## src/rtl/mem_arb_pkg.sv

```systemverilog
// Shared types and timing constants for the memory arbiter and its round-robin picker.
package mem_arb_pkg;

  typedef enum logic [1:0] {
    IDLE  = 2'd0,
    ISSUE = 2'd1,
    WAIT  = 2'd2,
    RESP  = 2'd3
  } arb_state_t;

  // Cycles spent strobing the memory, and waiting for registered read data.
  localparam int ISSUE_CYCLES = 1;
  localparam int WAIT_CYCLES  = 1;

  // Cycles from the accept edge to the done pulse.
  localparam int WRITE_LATENCY = 1 + ISSUE_CYCLES;
  localparam int READ_LATENCY  = 1 + ISSUE_CYCLES + WAIT_CYCLES;

  // Index width for a requester count, never less than one bit.
  function automatic int idx_w(input int n);
    return (n > 1) ? $clog2(n) : 1;
  endfunction

endpackage

```

## src/rtl/rr_arbiter.sv

```systemverilog
// Round-robin one-hot picker with a registered priority pointer.
// The pointer moves to one past the last served index when update_en is high.
module rr_arbiter
  import mem_arb_pkg::*;
#(
  parameter  int N  = 2,
  localparam int IW = idx_w(N)
) (
  input  logic          clk,
  input  logic          rst_n,
  input  logic [N-1:0]  req,
  input  logic          update_en,
  input  logic [IW-1:0] last_idx,
  output logic [N-1:0]  gnt,
  output logic [IW-1:0] gnt_idx,
  output logic          any,
  output logic [IW-1:0] ptr
);

  int idx;

  // Scan from the pointer upward, wrapping, and take the first request seen.
  always_comb begin
    gnt     = '0;
    gnt_idx = '0;
    any     = 1'b0;
    idx     = 0;
    for (int k = 0; k < N; k++) begin
      idx = int'(ptr) + k;
      if (idx >= N) idx = idx - N;
      if (!any && req[idx]) begin
        any          = 1'b1;
        gnt[idx]     = 1'b1;
        gnt_idx      = IW'(idx);
      end
    end
  end

  always_ff @(posedge clk) begin
    if (!rst_n) begin
      ptr <= '0;
    end else if (update_en) begin
      ptr <= (last_idx == IW'(N - 1)) ? '0 : last_idx + IW'(1);
    end
  end

endmodule

```

## src/rtl/mem_arbiter.sv

```systemverilog
// Shares one synchronous memory between N_REQ requesters, one transaction at a time.
// Handshake: a transaction is accepted on a rising edge where req[i] & gnt[i]; done[i] pulses once on completion.
module mem_arbiter
  import mem_arb_pkg::*;
#(
  parameter int N_REQ  = 2,
  parameter int DATA_W = 4,
  parameter int ADDR_W = 2
) (
  input  logic              clk,
  input  logic              rst_n,
  input  logic [N_REQ-1:0]  req,
  input  logic [N_REQ-1:0]  we,
  input  logic [ADDR_W-1:0] addr  [N_REQ],
  input  logic [DATA_W-1:0] wdata [N_REQ],
  output logic [N_REQ-1:0]  gnt,
  output logic [N_REQ-1:0]  done,
  output logic [DATA_W-1:0] rdata,
  output logic              mem_read,
  output logic              mem_write,
  output logic [ADDR_W-1:0] mem_addr,
  output logic [DATA_W-1:0] mem_wdata,
  input  logic [DATA_W-1:0] mem_rdata,
  output logic [1:0]        dbg_state,
  output logic [idx_w(N_REQ)-1:0] dbg_ptr
);

  localparam int IW = idx_w(N_REQ);

  arb_state_t       state;
  logic [IW-1:0]    owner;
  logic             we_q;
  logic [N_REQ-1:0] pick_gnt;
  logic [IW-1:0]    pick_idx;
  logic             pick_any;
  logic             accept;

  rr_arbiter #(.N(N_REQ)) u_rr (
    .clk       (clk),
    .rst_n     (rst_n),
    .req       (req),
    .update_en (state == RESP),
    .last_idx  (owner),
    .gnt       (pick_gnt),
    .gnt_idx   (pick_idx),
    .any       (pick_any),
    .ptr       (dbg_ptr)
  );

  // Grants are only offered while idle and out of reset.
  assign gnt       = (rst_n && state == IDLE) ? pick_gnt : '0;
  assign accept    = (state == IDLE) && pick_any;
  assign dbg_state = state;

  // mem_addr / mem_wdata double as the latched address and data of the owner.
  always_ff @(posedge clk) begin
    if (!rst_n) begin
      state     <= IDLE;
      owner     <= '0;
      we_q      <= 1'b0;
      done      <= '0;
      rdata     <= '0;
      mem_read  <= 1'b0;
      mem_write <= 1'b0;
      mem_addr  <= '0;
      mem_wdata <= '0;
    end else begin
      done      <= '0;
      mem_read  <= 1'b0;
      mem_write <= 1'b0;
      case (state)
        IDLE: begin
          if (accept) begin
            owner     <= pick_idx;
            we_q      <= we[pick_idx];
            mem_read  <= !we[pick_idx];
            mem_write <= we[pick_idx];
            mem_addr  <= addr[pick_idx];
            mem_wdata <= wdata[pick_idx];
            state     <= ISSUE;
          end
        end
        ISSUE: begin
          if (we_q) begin
            done[owner] <= 1'b1;
            state       <= RESP;
          end else begin
            state <= WAIT;
          end
        end
        WAIT: begin
          // The memory registered its output on the ISSUE edge; take it now.
          rdata       <= mem_rdata;
          done[owner] <= 1'b1;
          state       <= RESP;
        end
        RESP: begin
          state <= IDLE;
        end
        default: begin
          state <= IDLE;
        end
      endcase
    end
  end

endmodule

```

## config.mk

```make
export PLATFORM = sky130hd
export DESIGN_NAME = mem_arbiter
export DESIGN_NICKNAME = d
export VERILOG_FILES = /design/src/rtl/mem_arb_pkg.sv /design/src/rtl/rr_arbiter.sv /design/src/rtl/mem_arbiter.sv
export SDC_FILE = /design/constraint.sdc
export NUM_CORES = 1
export LEC_CHECK = 0
export CAP_MARGIN = 20
export CORE_AREA = 10 10 68 53
export CTS_CLUSTER_DIAMETER = 150
export CTS_CLUSTER_SIZE = 40
export DETAILED_ROUTE_END_ITERATION = 7
export DIE_AREA = 0 0 78 63
export GPL_ROUTABILITY_DRIVEN = 0
export PLACE_DENSITY = 0.75
export SYNTH_ARGS = -nofsm -noshare
export SYNTH_HDL_FRONTEND = slang
export SYNTH_SLANG_ARGS = --single-unit
```

## constraint.sdc

```tcl
create_clock -name clk -period 1.7 [get_ports clk]
set_input_delay 0.255 -clock clk [delete_from_list [all_inputs] [get_ports clk]]
set_output_delay 0.255 -clock clk [all_outputs]
set_load 0.02 [all_outputs]
```

; Yosys cells after proc, flatten, opt, wreduce, memory -nomap -nowiden
; Cells that the tools add are included.
; Widths: inputs -> output; s select.
[op_classes]
n_addsub = 4
n_lt_le_gt_ge = 10
n_eq_ne = 4
mux = 35
bitwise_logic = 2
reduce_logical = 11
[ops]
columns = op, count
row1 = $ge 32x1->1 const B, 2
row2 = $lt 32x3->1 const B, 2
row3 = $mux 32, 2
row4 = $ge 32x3->1 const B, 1
row5 = $sub 32x3->32 const B, 1
row6 = $mux 1, 17
row7 = $mux 2, 8
row8 = $mux 4, 3
row9 = $pmux 2 s4, 1
row10 = $logic_and 1x1->1, 6
row11 = $eq 2x2->1 const B, 2
row12 = $lt 1x2->1 const B, 2
row13 = $pmux 2 s2, 1
row14 = $demux 1 s1, 3
row15 = $reduce_and 3->1, 1
row16 = $sub 1x2->3 const B, 1
row17 = $add 1x1->2 const B, 1
row18 = $eq 2x1->1 const B, 1
row19 = $ge 1x2->1 const B, 1
row20 = $ge 2x2->1 const B, 1
row21 = $logic_not 1->1, 2
row22 = $logic_not 2->1, 1
row23 = $ne 2x2->1 const B, 1
row24 = $not 1->2, 1
row25 = 4 further kinds, 4
[word_totals]
ff_bits = 19
wordCells = 76

; Depth between registers and ports, before layout
; Gate-level depths: netlist of the first run.
[depth]
ltp_word = 13
ltp_mapped = 5
mapped_depth_nobuf = 5

; By module
; A second synthesis of the first run with hierarchy kept.
[unflattened]
cells_unflattened = 87
area_unflattened_um2 = 915.9
[modules_own_cells]
columns = mod, n_inst, cells_each, area_per_inst_um2, seq_area_each_um2
row1 = mem_arbiter, 1, 79, 849.6, 360.3
row2 = rr_arbiter, 1, 8, 66.3, 20.0

; Worst setup path before layout of the first run
; No wires, ideal clock.
[synth_timing]
kind = register to register
from = register state[0], in the netlist dbg_state[0]
to = register state[0], in the netlist dbg_state[0]
setup_ns = 0.116
arrival_time_ns = 1.525
setup_slack_ns = 0.059
stages_incl_launch_ff = 6
synth_period_minus_slack_ns = 1.641
path_cell_list = dfxtp_1 -> inv_1 -> ha_1 -> nor3b_2 -> a2111oi_2 -> and3b_1
[synth_via]
elab_chain_len = 3
word_cells_on_any_way = 7
[synth_lines]
columns = element, line_no
row1 = from (decl), mem_arbiter.sv:30  ; arb_state_t state;
row2 = from (signal assigned), mem_arbiter.sv:58  ; state <= IDLE;
row3 = from (signal assigned), mem_arbiter.sv:80  ; state <= ISSUE;
row4 = from (signal assigned), mem_arbiter.sv:86  ; state <= RESP;
row5 = branches (longest 3 deep; another with $pmux 2 s4), --
; Several ways; the timed one is not identified.
; A chain may end at the register's enable or synchronous reset.

; Worst setup path after layout of the first run
[layout_timing]
from = register state[1], in the netlist dbg_state[1]
to = output dbg_state[1]
[layout_lines]
columns = element, line_no
row1 = to (decl), mem_arbiter.sv:24  ; output logic [1:0] dbg_state,
; No word-level cell between the ends.

==> flow_metrics.tcl, run 1 <==
set metrics [dict create \
    outcome "complete, no violations" \
    chipWidth_um 78 \
    synth.area.top_cells "dfxtp_1 (43%), ha_1 (8.5%), o21ai_0 (7.9%)" \
    path_cells "buf_4, clkdlybuf4s50_1" \
    fmax_ghz 0.612 \
    postCtsHoldBufs 0 \
    synth_xor_area_frac 0 \
    cts_tree "done" \
    cap_violations 0 \
    ys_types 27 \
    area_growth_pct 59.2 \
    cts_max_level 1 \
    critPathMaxFanout 5 \
    dp.final_hpwl_um 2120 \
    seqCellArea_um2 380 \
    yosysTopAreaCellShare 0.429 \
    hold-worst-slack_ns 0.517 \
    postRouteAntennaNets 0 \
    path_clk_slew_ns 0.11 \
    crit_required_ns 1.44 \
    design_area_mm2 0.00141 \
    syn_nets 123 \
    track_usage 0.105 \
    via_count 856 \
    start_util 0.378 \
    endpoint_kind "primary output" \
    ys.flop_type "dfxtp_1" \
    synth-edff-count 0 \
    coreArea_mm2 0.00235 \
    p_leak_nw 0.553 \
    final-setup-viol-count 0 \
    cts_setup_buffers 0 \
    timing_worst_setup_path_type "flip-flop to primary output" \
    synth_fa_ha_area_frac 0.0847 \
    worst_pin_slew_ns 0.432 \
    period_minus_slack_ns 1.63 \
    yosys_register_bits 19 \
    clock_path_buffers 2 \
    yosys.area.top_type "dfxtp_1" \
    start_kind "flip-flop" \
    grt_pass1_wl_um 4160 \
    finalPower_mw 1.92 \
    drc 0 \
    arrival_ns 1.38 \
    cts_made_buffers 3 \
    r2r_cells 5 \
    port_buffers 40 \
    drtIter0Drc 23 \
    die_area_mm2 0.00491 \
    grt_max_degree 13 \
    synth_top_family_by_area "compound AO/OA/AOI/OAI gates" \
    async_reset_ff_frac 0 \
    grt_pass1_vias 881 \
    antenna_found_initial 0 \
    fin_skew_ns 0.00787 \
    rsz0062_at_grt "no" \
    slowest_stage "clkdlybuf4s50_1" \
    clk_latency_ns 0.29 \
    num-fill-cells 205 \
    firstDrtPassIters 5 \
    synthSimpleGateAreaFrac 0.144 \
    placed_area_mm2 0.00139 \
    ir_drop_mv 0.594 \
    final_cell_mix "clkdlybuf4s50_1 (38), dfxtp_1 (19), o21ai_0 (14)" \
    synth_compound_area_frac 0.237 \
    period_share 0.961 \
    wl_um 2640 \
    powerDensity_mw_per_mm2 1360 \
    nNetsFinal 175 \
    grt.overflow.total 0 \
    relSlewSlack 0.710 \
    ys_warn_count 0 \
    slowest_delay_ns 0.60 \
    multiInputGateArea_um2 465 \
    synth_cells 95 \
    yosysSeqAreaShare 0.429 \
    cts_root_buf "clkbuf_4" \
    layout_commonest_cell "clkdlybuf4s50_1" \
    syn_area_um2 886 \
    avgSynthCellArea_um2 9.32 \
    antenna_cells 0 \
    via_per_inst 4.76 \
    clkSinkCount 19 \
    hold_viol_final 0 \
    synth.area.mux_share 0.0565 \
    io_pins 41 \
    maxSlewViolCount 0 \
    min_path_cells 3 \
    drive_gt1_frac 0.151 \
    rows 15 \
    wl_per_cell_um 14.7 \
    hp-class "input port to flip-flop" \
    die_h_um 63 \
]
-- flip-flops by register name (all words and copies together) (netlist names) --
register,cells
mem_wdata,4
rdata,4
dbg_state,2
done,2
mem_addr,2
mem_read,1
mem_write,1
owner,1
u_rr.ptr,1
we_q,1
-- timing repair --
action | in CTS | in global routing
endpoints found under the setup margin | 2 | 2
gates resized for setup | 8 | 3
cloned | 0 | 0
-- cells by family after synthesis --
logic type	count (synthesis)
compound gates	36
buf+inv	8
mux	5
fa+ha+maj	6
flops	19
simple gates	21
-- final timing paths --
kind,from,to,slack (ns)
hold / removal,addr[3],mem_addr[1]$_SDFFE_PN0P_,0.52
setup / recovery,dbg_state[1]$_SDFFE_PN0P_,dbg_state[1],0.07
hold reg to reg,owner$_SDFFE_PN0P_,done[0]$_SDFF_PN0_,0.52
setup reg to reg,dbg_state[0]$_SDFFE_PN0P_,dbg_state[0]$_SDFFE_PN0P_,0.33
-- where the power goes --
| group | switching [mW] | internal (mW) |
|---|---|---|
| sequential | 0.0620 | 0.564 |
| combinational | 0.544 | 0.525 |
| clock | 0.133 | 0.0875 |
-- through the flow --
step / utilization / setup slack (ns) / instances / setup TNS (ns)
after detailed placement: 0.591 / -0.282 / 176 / -0.482
final: 0.601 / 0.0668 / 180 / 0
after CTS: 0.602 / 0.0266 / 180 / 0
after global routing: 0.601 / 0.00302 / 180 / 0
after floorplan: - / 0.0594 / 95 / 0
after global placement: 0.591 / -0.277 / 176 / -0.482
-- worst max-delay path, delay by kind of cell (launching register included) --
kind,cells,cell delay [ns]
DFF,1,0.35
buffers and inverters,2,0.74
-- metal layers --
metal | up-vias | global-route usage | share of wire
li1 | 447 | - | -
met1 | 382 | 0.112 | 0.44
met2 | 25 | 0.178 | 0.48
met3 | 2 | 0.0489 | 0.076
met4 | 0 | 0.0335 | 0.011
met5 | - | 0 | 0
-- layout make-up --
cell class | count | share of cell area
timing repair buffer | 52 | 0.343
multi-input combinational | 68 | 0.330
sequential | 19 | 0.270
tap | 34 | 0.0302
clock buffer | 3 | 0.0160
inverter | 3 | 0.00799
clock inverter | 1 | 0.00355
-- synthesized netlist by cell type, drive strengths merged, types with 3 or more instances --
master	n
inv	3
ha	6
buf	3
mux2i	5
a21oi	9
nand2	4
a31oi	7
nor2b	6
o21ai	16
dfxtp	19
Power figures use the tool's default switching activity.
==> run 2: changes to the inputs <==
- MAX_ROUTING_LAYER: unset -> met4
==> run 2 against run 1 <==
  * Maximum frequency is 0.97% higher
  * Power hardly changed
  * Die area stayed put
  * Critical endpoint is now dbg_ptr
  * Sequential power hardly changed
  * Wire length is 0.42% lower
  * Combinational power hardly changed
  * Global-route usage is 0.31 points higher
  * Non-clock buffer count stayed put
  * Clock power hardly changed
  * Clock-buffer cell count stayed put
  * Highest routed layer unchanged
  * Largest cell class unchanged
==> flow_metrics.tcl, run 2 (synthesized netlist as in run 1, its figures left out) <==
set metrics [dict create \
    outcome "complete, no violations" \
    via_per_inst 4.72 \
    worst_pin_slew_ns 0.437 \
    grt_pass1_vias 881 \
    die_area_mm2 0.00491 \
    final_cell_mix "clkdlybuf4s50_1 (37), dfxtp_1 (19), o21ai_0 (14)" \
    chipWidth_um 78 \
    postRouteAntennaNets 0 \
    multiInputGateArea_um2 465 \
    wl_per_cell_um 14.6 \
    r2r-end "dbg_state[0]$_SDFFE_PN0P_" \
    maxSlewViolCount 0 \
    hp-class "input port to flip-flop" \
    design_area_mm2 0.00141 \
    num-fill-cells 204 \
    cts_tree "done" \
    grt.overflow.total 0 \
    start_util 0.378 \
    crit_required_ns 1.44 \
    grt_pass1_wl_um 4170 \
    via_count 850 \
    coreArea_mm2 0.00235 \
    cts_resized 8 \
    powerDensity_mw_per_mm2 1360 \
    fin_skew_ns 0.00487 \
    grt_max_degree 13 \
    clk_latency_ns 0.29 \
    cts_max_level 1 \
    dp.final_hpwl_um 2120 \
    cts_made_buffers 3 \
    drc 0 \
    r2r_cells 5 \
    cp-endpoint "dbg_ptr" \
    die_h_um 63 \
    drtIter0Drc 33 \
    cts_setup_buffers 0 \
    final-setup-viol-count 0 \
    stdcell_count 180 \
    postCtsHoldBufs 0 \
    rows 15 \
    clkSinkCount 19 \
    cap_violations 0 \
    antenna_cells 0 \
    timing_worst_setup_path_type "flip-flop to primary output" \
    placed_area_mm2 0.00139 \
    hold_viol_final 0 \
    nNetsFinal 175 \
    critPathMaxFanout 4 \
    drive_gt1_frac 0.151 \
    ir_drop_mv 0.597 \
    period_share 0.951 \
    path_clk_slew_ns 0.11 \
    clock_path_buffers 2 \
    layout_commonest_cell "clkdlybuf4s50_1" \
    area_growth_pct 59.5 \
    io_pins 41 \
    wl_um 2630 \
    start_kind "flip-flop" \
    finalPower_mw 1.92 \
    r2r-start "dbg_state[0]$_SDFFE_PN0P_" \
    arrival_ns 1.36 \
    period_minus_slack_ns 1.62 \
    rsz0062_at_grt "no" \
    reg_top3 "mem_wdata (4), rdata (4)" \
    antenna_found_initial 0 \
    p_leak_nw 0.569 \
    seqCellArea_um2 380 \
    reg2reg_slack_ns 0.33 \
    endpoint_kind "primary output" \
    cts_root_buf "clkbuf_4" \
    startpoint "u_rr.ptr$_SDFFE_PN0N_" \
    relSlewSlack 0.706 \
    port_buffers 40 \
    numPlacedInstances 176 \
    fmax_ghz 0.618 \
    track_usage 0.108 \
    firstDrtPassIters 4 \
]
## run 2: cell count changes in the layout (fill, tap and decap cells not counted), sizes merged
cell / before / now
dlymetal6s2s: 0 / 1
clkdlybuf4s50: 38 / 37
## run 2: final cells by class
type	instances	area share
Timing Repair Buffer	52	0.344
Multi-Input combinational cell	68	0.329
Sequential cell	19	0.269
Tap cell	34	0.0301
Clock buffer	3	0.0159
Inverter	3	0.00797
Clock inverter	1	0.00354
## run 2: metrics by stage
step	setup TNS [ns]	util	hold WS (ns)	setup slack (ns)
floorplan	0	-	0.410	0.0594
global placement	-0.482	0.591	0.487	-0.277
detailed placement	-0.482	0.591	0.491	-0.282
CTS	0	0.602	0.508	0.0266
global route	0	0.602	0.508	0.00112
finish	0	0.602	0.515	0.0825
## run 2: critical path, cell delays in order, from the launching register on
cell and delay, ns:
dfxtp_1 0.34, buf_4 0.12, clkdlybuf4s50_1 0.61
## run 2: worst min path at each step
stage,cells past startpoint,from,to
after floorplan,2,addr[2],mem_addr[0]$_SDFFE_PN0P_
after global placement,1,owner$_SDFFE_PN0P_,done[0]$_SDFF_PN0_
after detailed placement,1,owner$_SDFFE_PN0P_,done[0]$_SDFF_PN0_
after CTS,3,addr[3],mem_addr[1]$_SDFFE_PN0P_
after global routing,3,addr[3],mem_addr[1]$_SDFFE_PN0P_
final,3,addr[3],mem_addr[1]$_SDFFE_PN0P_
## run 2: layer usage
layer	GRT usage	part of all wire
met2	0.177	0.48
met1	0.120	0.46
met5	-	0
met4	0.0335	0.011
met3	0.0388	0.050
## run 2: power breakdown
part           switching, mW  leakage [nW]  internal (mW)
Sequential            0.0622         0.156          0.564
Combinational          0.543         0.395          0.523
Clock                  0.137        0.0177         0.0875
Total                  0.742         0.569           1.17
